--- config.mk ---
export PLATFORM = sky130hd
export DESIGN_NAME = clkdiv_ctrl
export DESIGN_NICKNAME = d
export VERILOG_FILES = /design/src/rtl/clkdiv_pkg.sv /design/src/rtl/clkdiv_phase_cnt.sv /design/src/rtl/clkdiv_ctrl.sv
export SDC_FILE = /design/constraint.sdc
export NUM_CORES = 1
export LEC_CHECK = 0
export CORE_UTILIZATION = 43
export DETAILED_ROUTE_END_ITERATION = 16
export GPL_ROUTABILITY_DRIVEN = 0
export PLACE_DENSITY = 0.75
export SLEW_MARGIN = 20
export SYNTH_ARGS = -nofsm -noshare
export SYNTH_HDL_FRONTEND = slang
export SYNTH_SLANG_ARGS = --single-unit
--- constraint.sdc ---
create_clock -name clk -period 6.55 [get_ports clk]
set_input_delay 0.9825 -clock clk [delete_from_list [all_inputs] [get_ports clk]]
set_output_delay 0.9825 -clock clk [all_outputs]
set_load 0.01 [all_outputs]
--- src/rtl/clkdiv_pkg.sv ---
// Shared constants and FSM state encoding for the clock divider controller.
package clkdiv_pkg;

    localparam int CNT_W    = 13;
    localparam int DEF_HALF = 256;

    typedef enum logic [1:0] {
        ST_IDLE,
        ST_RUN,
        ST_PEND,
        ST_STOP
    } state_t;

endpackage

--- src/rtl/clkdiv_phase_cnt.sv ---
// Half-period counter and divided-clock toggle flop.
// wrap is high whenever the count has reached the half-period.
module clkdiv_phase_cnt #(
    parameter int CNT_W = clkdiv_pkg::CNT_W
) (
    input  logic             clk,
    input  logic             clear,
    input  logic             enable,
    input  logic [CNT_W-1:0] half,
    output logic             wrap,
    output logic             div_clk
);

    logic [CNT_W-1:0] cnt;

    // cnt is 0 while idle and half is never 0, so wrap stays low there
    assign wrap = (cnt == half);

    always_ff @(posedge clk) begin
        if (clear) begin
            cnt     <= '0;
            div_clk <= 1'b0;
        end else if (enable) begin
            if (wrap) begin
                cnt     <= CNT_W'(1);
                div_clk <= ~div_clk;
            end else begin
                cnt <= cnt + CNT_W'(1);
            end
        end
    end

endmodule

--- src/rtl/clkdiv_ctrl.sv ---
// Programmable clock divider: run/stop sequencing and half-period update handshake.
// New half-periods are applied only on the falling edge of div_clk so no short phase is ever produced.
//
//   state   | meaning
//   --------+-----------------------------------------------------------
//   ST_IDLE | stopped, div_clk low, counter cleared, config applies now
//   ST_RUN  | dividing, config requests accepted
//   ST_PEND | dividing, accepted value held until next 1->0 toggle
//   ST_STOP | run dropped while high, finishing the high phase
module clkdiv_ctrl #(
    parameter int CNT_W    = clkdiv_pkg::CNT_W,
    parameter int DEF_HALF = clkdiv_pkg::DEF_HALF
) (
    input  logic             clk,
    input  logic             rst,
    input  logic             run,
    input  logic             cfg_valid,
    input  logic [CNT_W-1:0] cfg_half,
    output logic             cfg_ready,
    output logic             div_clk,
    output logic             tick,
    output logic             cfg_err,
    output logic             busy,
    output logic [CNT_W-1:0] active_half
);

    import clkdiv_pkg::*;

    state_t           state, state_nx;
    logic [CNT_W-1:0] pend_half;
    logic             pend_valid;
    logic             accept, accept_ok;
    logic             wrap, fall;
    logic             load_now, latch_pend, apply_pend;
    logic             clear, enable;

    assign cfg_ready = (state == ST_IDLE) || (state == ST_RUN);
    assign busy      = (state != ST_IDLE);
    assign accept    = cfg_valid && cfg_ready;
    assign accept_ok = accept && (cfg_half != '0);
    assign fall      = wrap && div_clk;

    always_comb begin
        state_nx   = state;
        load_now   = 1'b0;
        latch_pend = 1'b0;
        apply_pend = 1'b0;
        case (state)
            ST_IDLE: begin
                load_now = accept_ok;
                if (run) state_nx = ST_RUN;
            end
            ST_RUN: begin
                // a falling toggle on this edge is as safe a stop point as div_clk=0
                if (!run && (!div_clk || fall)) begin
                    state_nx = ST_IDLE;
                    load_now = accept_ok;
                end else if (!run) begin
                    state_nx   = ST_STOP;
                    latch_pend = accept_ok;
                end else if (accept_ok) begin
                    state_nx   = ST_PEND;
                    latch_pend = 1'b1;
                end
            end
            ST_PEND: begin
                if (!run && (!div_clk || fall)) begin
                    state_nx   = ST_IDLE;
                    apply_pend = 1'b1;
                end else if (!run) begin
                    state_nx = ST_STOP;
                end else if (fall) begin
                    state_nx   = ST_RUN;
                    apply_pend = 1'b1;
                end
            end
            ST_STOP: begin
                if (fall) begin
                    state_nx   = ST_IDLE;
                    apply_pend = pend_valid;
                end
            end
            default: state_nx = ST_IDLE;
        endcase
    end

    assign clear  = rst || (state_nx == ST_IDLE);
    assign enable = run || (state != ST_IDLE);

    always_ff @(posedge clk) begin
        if (rst) begin
            state       <= ST_IDLE;
            active_half <= CNT_W'(DEF_HALF);
            pend_half   <= '0;
            pend_valid  <= 1'b0;
            tick        <= 1'b0;
            cfg_err     <= 1'b0;
        end else begin
            state   <= state_nx;
            cfg_err <= accept && (cfg_half == '0);
            tick    <= !clear && enable && wrap && !div_clk;
            if (load_now) begin
                active_half <= cfg_half;
            end else if (apply_pend) begin
                active_half <= pend_half;
            end
            if (latch_pend) begin
                pend_half  <= cfg_half;
                pend_valid <= 1'b1;
            end else if (apply_pend) begin
                pend_valid <= 1'b0;
            end
        end
    end

    clkdiv_phase_cnt #(.CNT_W(CNT_W)) u_phase_cnt (
        .clk     (clk),
        .clear   (clear),
        .enable  (enable),
        .half    (active_half),
        .wrap    (wrap),
        .div_clk (div_clk)
    );

endmodule

==> results.cfg, run 1 <==
[timing]
post-route-period-util = 0.490
drv_slew = 0
fin_worst_skew_ns = 0.00680
holdWs_ns = 0.482
worst_pin_slew_ns = 1.03
rsz0062_at_grt = false
slew_headroom = 0.311
finalSetupTns_ns = 0
setup_violations = 0
fmax_mhz = 311
min_period_ns = 3.21
finalHoldViolations = 0

[cts]
cts.sinks = 45
clockBufferDepth = 2
clock_latency_ns = 0.30
cts_htree_levels = 2
cts_tree = done
clkTransAtPathRegs_ns = 0.08
cts_setup_buffers = 0
cts_resized = 0
holdBufCountCts = 0
clockRootBuffer = clkbuf_8
numCtsBuffers = 5

[floorplan]
dieArea_um2 = 5260
die_h_um = 72.5
start_util = 0.449
fp.dieW_um = 72.5
rows = 25
coreArea_um2 = 4750
ios = 35

[layout]
regArea_um2 = 901
layout_common_cells = 45 x nor2_1, 45 x dfxtp_1, 34 x clkdlybuf4s50_1
nets = 289
n_fill_cell = 462
drive_gt1_frac = 0.0478
stdcell_count = 339
antenna_cells = 0
multi_input_area_um2 = 1180
syn2layout_area_growth_pct = 22.5
stdcell_area_um2 = 2620
final_util = 0.551

[setup_path]
cp_max_fo = 15
path_class = flip-flop to flip-flop
critPathRequiredTime_ns = 6.73
endpoint_kind = flip-flop
start_kind = flip-flop
cp.arrival_ns = 3.39
rrSetupSlack_ns = 3.34

[global_routing]
grt_pass1_wl_um = 7760
antenna_found_initial = 0
grt_max_degree = 34
grt_overflow = 0
met1_usage = 0.253
grt_busiest_layer = met2
grt_pass1_vias = 1630
grt_use_met3 = 0.0444
grt_usage = 0.193
use_met2 = 0.310

[route]
via_count = 1775
antenna_left = 0
wl_um = 4630
drtIter0Drc = 67
viasPerCell = 5.24
drcViolationCount = 0
wl_per_cell_um = 13.6
first_pass_iters = 5

[synth]
synthCells = 241
synth_warnings = 0
ys_ff_latch = 45
synth-seq-area-share = 0.422
synth_top_cell_area_share = 0.422
synth_area_leaders = dfxtp_1 42%, mux2i_1 12%, nor2_1 7.9%, xnor2_1 7.0%, a211oi_1 4.2%
syn_avg_cell_area_um2 = 8.87
ys_types = 35
synth_top_cell_by_area = dfxtp_1
syn_area_um2 = 2140
syn_nets = 259

[power]
vdd_ir_drop_max_uv = 142
pwr_density_cell_nw_per_um2 = 217
p_leak_nw = 0.950

[placed_design]
placed_cell_area_um2 = 2530
port_buffers = 34
dp.final_hpwl_um = 3280
placed_cells = 331

[status]
status = complete, no violations

[run]
max_cap_violations = 0

[hold_path]
min_path_type = flip-flop to flip-flop
-- where the power goes --
part	switching, mW	internal, mW
combinational	0.0446	0.0490
sequential	0.0153	0.286
clock	0.0969	0.0752
total	0.157	0.410
-- cell families after synthesis --
logic type                 share of synthesized area
xor gates and xnor gates                      0.0943
adders and majority gates                    0.00585
buffers and inverters                         0.0293
AOI/OAI and AO/OA                              0.112
DFF                                            0.422
muxes                                          0.122
and+or+nand+nor                                0.215
-- per-layer routing --
layer,share of wire,routed length [um],vias up
met1,0.48,2210,830
met4,0.012,54,0
met2,0.47,2190,38
met3,0.037,169,6
met5,0,0,-
li1,-,-,901
-- sequential cells by signal (all words and copies together), names as in the netlist --
register / count
cfg_err: 1
state: 2
active_half: 13
pend_half: 13
u_phase_cnt.cnt: 13
tick: 1
pend_valid: 1
u_phase_cnt.div_clk: 1
-- worst paths after layout --
kind              cells after the start               start        endpoint
setup / recovery                      6  u_phase_cnt.cnt[3]  active_half[8]
hold / removal                        2          pend_valid      pend_valid
setup reg to reg                      6  u_phase_cnt.cnt[3]  active_half[8]
hold reg to reg                       2          pend_valid      pend_valid
-- per-stage QoR --
stage          setup slack, ns  power [mW]
6_report                  3.34       0.567
5_1_grt                   3.08       0.593
4_1_cts                   3.35       0.572
3_5_place_dp              3.34       0.401
3_3_place_gp              3.38       0.400
2_1_floorplan             4.13       0.358
-- final cells by class --
cell class              count  area share
flip-flops and latches     45       0.344
clock inverters             2     0.00573
clock buffers               6      0.0277
multi-input cells         180       0.451
well taps                  67      0.0320
repair buffers             36       0.136
inverters                   3     0.00430
-- critical path, stage by stage, from the launching register on --
cell and delay (ns):
dfxtp_1 0.45, xnor2_1 0.16, nand3_1 0.13, nor4_4 0.76, a41oi_2 0.68, and3_1 0.43, or4_1 0.47
-- synthesized netlist by cell type --
cell	number
xor2_1	6
buf_2	2
nor2_1	45
ha_1	1
or4_1	2
a2bb2oi_1	2
nor4_4	1
nor4b_1	1
nor3b_1	2
nand2b_1	1
nor3_1	6
or3_1	1
clkbuf_1	11
nor4_1	2
o211ai_1	1
a211oi_1	12
o22ai_1	1
o21ai_0	6
nand2_1	14
or2_2	1
nand3_1	6
a21oi_1	6
a41oi_2	1
o21bai_1	2
nor2b_1	4
inv_1	3
nand4_1	5
xnor2_1	17
mux2i_1	26
a2111oi_0	1
and2_1	2
dfxtp_1	45
and3_1	3
a311oi_1	1
a211o_1	1
Power figures use the tool's default switching activity.
==> run 2, diff against run 1 <==
==> constraint.sdc (replaced) <==
create_clock -name clk -period 2.96 [get_ports clk]
set_input_delay 0.444 -clock clk [delete_from_list [all_inputs] [get_ports clk]]
set_output_delay 0.444 -clock clk [all_outputs]
set_load 0.01 [all_outputs]
==> run 2 against run 1 <==
Via count decreased by 0.96%. Highest routed layer unchanged. Clock power increased by 140%. Global-route usage decreased by 0.14 points. Hold slack improved by 0.021 ns. Sequential power increased by 120%. Setup slack got worse by 2.6 ns. Clock skew increased by 0.0015 ns. Critical endpoint is now pend_half[8]. Routed wire length increased by 0.84%. Critical path depth increased by 1. Non-clock buffer count increased by 2. First-iteration DRC count increased by 9.0%. Final area increased by 1.3%.
==> results.cfg, run 2 (synthesis gave the netlist of run 1 again) <==
[cts]
clockBufferDepth = 2
numCtsBuffers = 5
cts.sinks = 45
holdBufCountCts = 0
clkTransAtPathRegs_ns = 0.09
cts_resized = 0
cts_tree = done
clock_latency_ns = 0.31
clockRootBuffer = clkbuf_8
cts_htree_levels = 2
cts_setup_buffers = 0

[setup_path]
cp.arrival_ns = 2.46
endpoint_kind = flip-flop
cp_max_fo = 14
crit_start = cfg_half[10]
crit_family = compound AO/OA/AOI/OAI gates
critPathRequiredTime_ns = 3.16
rrSetupSlack_ns = 0.72
rr_worst_depth = 7
timing.rr.end = active_half[8]
path_common_cell = nand4_1
path_cells = clkdlybuf4s50_1 > nor4_1 > nand4_1 > nand4_1 > o22ai_2 > mux2i_1 > nor2_1
timing.rr.start = u_phase_cnt.cnt[2]
crit_slowest_cell = o22ai_2
start_kind = input port
path_class = input port to flip-flop
cpPeakStageDelay_ns = 0.77
path_buf_inv = 1

[timing]
slew_headroom = 0.380
min_period_ns = 2.26
fin_worst_skew_ns = 0.00827
finalSetupTns_ns = 0
worst_pin_slew_ns = 0.930
rsz0062_at_grt = false
setup_violations = 0
drv_slew = 0
fmax_mhz = 442
finalHoldViolations = 0
post-route-period-util = 0.764

[route]
drtIter0Drc = 73
viasPerCell = 5.16
wl_um = 4660
via_count = 1758
antenna_left = 0
first_pass_iters = 4
drcViolationCount = 0
wl_per_cell_um = 13.7

[global_routing]
grt_max_degree = 28
grt_pass1_vias = 1581
grt_pass1_wl_um = 7490
met1_usage = 0.248
grt_overflow = 0
grt_use_met3 = 0.0361
antenna_found_initial = 0
grt_usage = 0.191
grt_busiest_layer = met2
use_met2 = 0.303

[floorplan]
coreArea_um2 = 4750
dieArea_um2 = 5260
die_h_um = 72.5
ios = 35
rows = 25
fp.dieW_um = 72.5
start_util = 0.449

[power]
pwr_density_cell_nw_per_um2 = 483
p_leak_nw = 0.972
vdd_ir_drop_max_uv = 324

[placed_design]
dp.final_hpwl_um = 3400
port_buffers = 34
placed_cells = 333

[status]
status = complete, no violations

[layout]
reg_top3 = active_half (13), pend_half (13), u_phase_cnt.cnt (13)
antenna_cells = 0
stdcell_count = 341
drive_gt1_frac = 0.0584
layout_common_cells = 45 x nor2_1, 45 x dfxtp_1, 34 x clkdlybuf4s50_1
nets = 291
syn2layout_area_growth_pct = 24.1

[hold_path]
min_path_type = flip-flop to flip-flop
hold_depth = 2
worstHoldStart = pend_half[11]
worstHoldEndpoint = pend_half[11]

[run]
max_cap_violations = 0
[run 2: changes by cell type in the layout (fill, tap and decap cells not counted)]
cell | before | now
buf_12 | 0 | 1
buf_4 | 2 | 3
clkbuf_1 | 1 | 0
clkinv_4 | 0 | 1
clkinvlp_4 | 2 | 1
inv_6 | 0 | 1
[run 2: worst reg2reg max path, delay by kind of cell (launching register included)]
kind / cells / cell delay (ns)
and+or+nand+nor: 4 / 1.14
DFF: 1 / 0.44
buffers and inverters: 1 / 0.25
xor gates and xnor gates: 1 / 0.16
AOI/OAI and AO/OA: 1 / 0.14
[run 2: layout make-up]
type	count	area [um2]
clock buffers	5	68.8
clock inverters	3	25.0
fillers	449	2100
inverters	3	11.3
multi-input cells	180	1180
flip-flops and latches	45	901
well taps	67	83.8
repair buffers	38	383
[run 2: how the worst max path moves through the flow]
stage / cells past startpoint / slack (ns) / endpoint
3_3_place_gp: 7 / 0.41 / pend_half[7]
6_report: 7 / 0.70 / pend_half[8]
2_1_floorplan: 6 / 0.84 / active_half[8]
5_1_grt: 7 / 0.57 / pend_half[5]
3_5_place_dp: 7 / 0.37 / pend_half[7]
4_1_cts: 7 / 0.70 / pend_half[1]
[run 2: per-layer routing]
metal	vias up	share of wire	wire (um)
met5	-	0	0
met4	0	0.021	98
met3	8	0.036	167
met2	41	0.47	2180
met1	804	0.48	2220
li1	905	-	-
[run 2: stage by stage]
step	utilization	hold slack, ns	total power, mW	setup WS [ns]	cell area, um2
5_1_grt	0.558	0.519	1.34	0.573	2650
3_3_place_gp	0.538	0.464	0.888	0.411	2560
4_1_cts	0.558	0.505	1.29	0.704	2650
3_5_place_dp	0.538	0.479	0.891	0.372	2560
6_report	0.558	0.502	1.28	0.698	2650
2_1_floorplan	-	0.448	0.793	0.837	2140
[run 2: report_power, final]
| part | leakage (nW) | internal, mW | total, mW | switching [mW] |
|---|---|---|---|---|
| registers | 0.367 | 0.633 | 0.666 | 0.0334 |
| clock network | 0.0447 | 0.171 | 0.405 | 0.234 |
| logic | 0.560 | 0.112 | 0.211 | 0.0990 |
| total | 0.972 | 0.915 | 1.28 | 0.367 |
==> run 3, diff against run 2 <==
--- a/config.mk
+++ b/config.mk
@@ -8,7 +8,7 @@
 export CORE_UTILIZATION = 43
 export DETAILED_ROUTE_END_ITERATION = 16
 export GPL_ROUTABILITY_DRIVEN = 0
-export PLACE_DENSITY = 0.75
+export PLACE_DENSITY = 0.77
 export SLEW_MARGIN = 20
 export SYNTH_ARGS = -nofsm -noshare
 export SYNTH_HDL_FRONTEND = slang
==> constraint.sdc (replaced) <==
create_clock -name clk -period 2 [get_ports clk]
set_input_delay 0.3 -clock clk [delete_from_list [all_inputs] [get_ports clk]]
set_output_delay 0.3 -clock clk [all_outputs]
set_load 0.01 [all_outputs]
==> run 3 against run 2 <==
Largest power group unchanged. Highest routed layer unchanged. Clock skew about the same. Non-clock buffer count increased by 52. Sequential share of layout area decreased by 5.3 points.
==> results.cfg, run 3 (synthesis gave the netlist of run 1 again) <==
[layout]
n_fill_cell = 364
final_util = 0.682
stdcell_area_um2 = 3240
nets = 343
stdcell_count = 393
layout_common_cells = 52 x buf_4, 45 x nor2_1, 33 x clkdlybuf4s50_1
antenna_cells = 0
mostFrequentLayoutCell = buf_4
drive_gt1_frac = 0.316
reg_top3 = active_half (13), pend_half (13), u_phase_cnt.cnt (13)
syn2layout_area_growth_pct = 51.8

[timing]
rsz0062_at_grt = true
post-route-period-util = 1.00
finalHoldViolations = 0
fmax_mhz = 500
layout_setup_ws_ns = 0.000270
setup_violations = 0
min_period_ns = 2.00
finalSetupTns_ns = 0
slew_headroom = 0.741
holdWs_ns = 0.443
drv_slew = 0
fin_worst_skew_ns = 0.00815
worst_pin_slew_ns = 0.387

[setup_path]
timing.rr.end = u_phase_cnt.cnt[0]
timing.rr.start = u_phase_cnt.cnt[12]
cp.depth = 8
path_class = flip-flop to flip-flop
cpPeakStageDelay_ns = 0.34
critPathRequiredTime_ns = 2.19
path_buf_inv = 2
endpoint_kind = flip-flop
path_cells = xnor2_1 > nand4_1 > nor4_4 > buf_4 > buf_8 > mux2i_1 > a2bb2oi_1 > a2111oi_1
crit_slowest_cell = dfxtp_1
crit_family = compound AO/OA/AOI/OAI gates
start_kind = flip-flop
crit_path_end = u_phase_cnt.cnt[0]
rr_worst_depth = 8
crit_start = u_phase_cnt.cnt[12]
cp_max_fo = 11
rrSetupSlack_ns = 0.0003
cp.arrival_ns = 2.19

[floorplan]
coreArea_um2 = 4750
fp.dieW_um = 72.5
die_h_um = 72.5
dieArea_um2 = 5260
start_util = 0.449
rows = 25
ios = 35

[route]
drtIter0Drc = 117
first_pass_iters = 5
wl_per_cell_um = 14.7
antenna_left = 0
viasPerCell = 5.22
drcViolationCount = 0
via_count = 2053
wl_um = 5780

[power]
vdd_ir_drop_max_uv = 600
power_mw = 2.26
pwr_density_cell_nw_per_um2 = 695
p_leak_nw = 1.31

[global_routing]
grt_overflow = 0
antenna_found_initial = 0
grt_max_degree = 28
grt_usage = 0.228
grt_pass1_wl_um = 9160
grt_pass1_vias = 2039

[cts]
clockRootBuffer = clkbuf_8
numCtsBuffers = 5
clkTransAtPathRegs_ns = 0.09
clockBufferDepth = 2
cts_tree = done
cts_htree_levels = 2
cts.sinks = 45
clock_latency_ns = 0.31

[placed_design]
placed_cells = 381
place_ws_ns = -0.256
dp.final_hpwl_um = 3820
port_buffers = 34
placed_cell_area_um2 = 2950

[hold_path]
hold_depth = 4
min_path_type = input port to flip-flop

[status]
status = complete, no violations

[run]
max_cap_violations = 0
## run 3: cell types whose count changed in the layout (fill, tap and decap cells not counted), moves of 2 or more
cell,change
dfxtp_2,+19
dfxtp_1,-20
a211oi_2,+3
buf_4,+49
xnor2_2,+8
a211oi_1,-3
bufinv_16,+2
xnor2_1,-8
## run 3: report_power, final
group	switching (mW)	internal, mW
Combinational	0.197	0.253
Sequential	0.0423	0.940
Clock	0.327	0.497
Total	0.566	1.69
## run 3: layout make-up
cell class                      instances  area (um2)  share of cell area
Sequential cell                        45         928               0.286
Tap cell                               67        83.8              0.0258
Inverter                                3        11.3             0.00347
Multi-Input combinational cell        180        1290               0.397
Clock buffer                            5        68.8              0.0212
Clock inverter                          3        65.1              0.0201
Timing Repair Buffer                   90         800               0.246
## run 3: worst min path at each step
stage	startpoint	to	slack, ns
6_report	cfg_half[11]	pend_half[11]	0.44
5_1_grt	cfg_half[11]	pend_half[11]	0.47
4_1_cts	pend_half[0]	pend_half[0]	0.50
3_5_place_dp	pend_half[4]	pend_half[4]	0.48
3_3_place_gp	pend_valid	pend_valid	0.46
2_1_floorplan	rst	active_half[8]	0.41
## run 3: layer usage
layer | global-route usage | up-vias | share of wire
met2 | 0.403 | 43 | 0.52
met5 | 0 | - | 0
met3 | 0.0486 | 10 | 0.036
met1 | 0.275 | 993 | 0.43
li1 | - | 1007 | -
met4 | 0.0697 | 0 | 0.013
## run 3: what timing repair did
action	CTS	global route
cloned	0	1
resized for setup	7	26
hold buffers	0	0
setup endpoints to repair	3	16
buffers inserted	3	0
pin swaps	8	14
## run 3: tightest hold or removal path, cell delays in order
cell            delay, ns
dlymetal6s2s_1       0.13
buf_4                0.13
mux2i_1              0.07
nor2_1               0.08
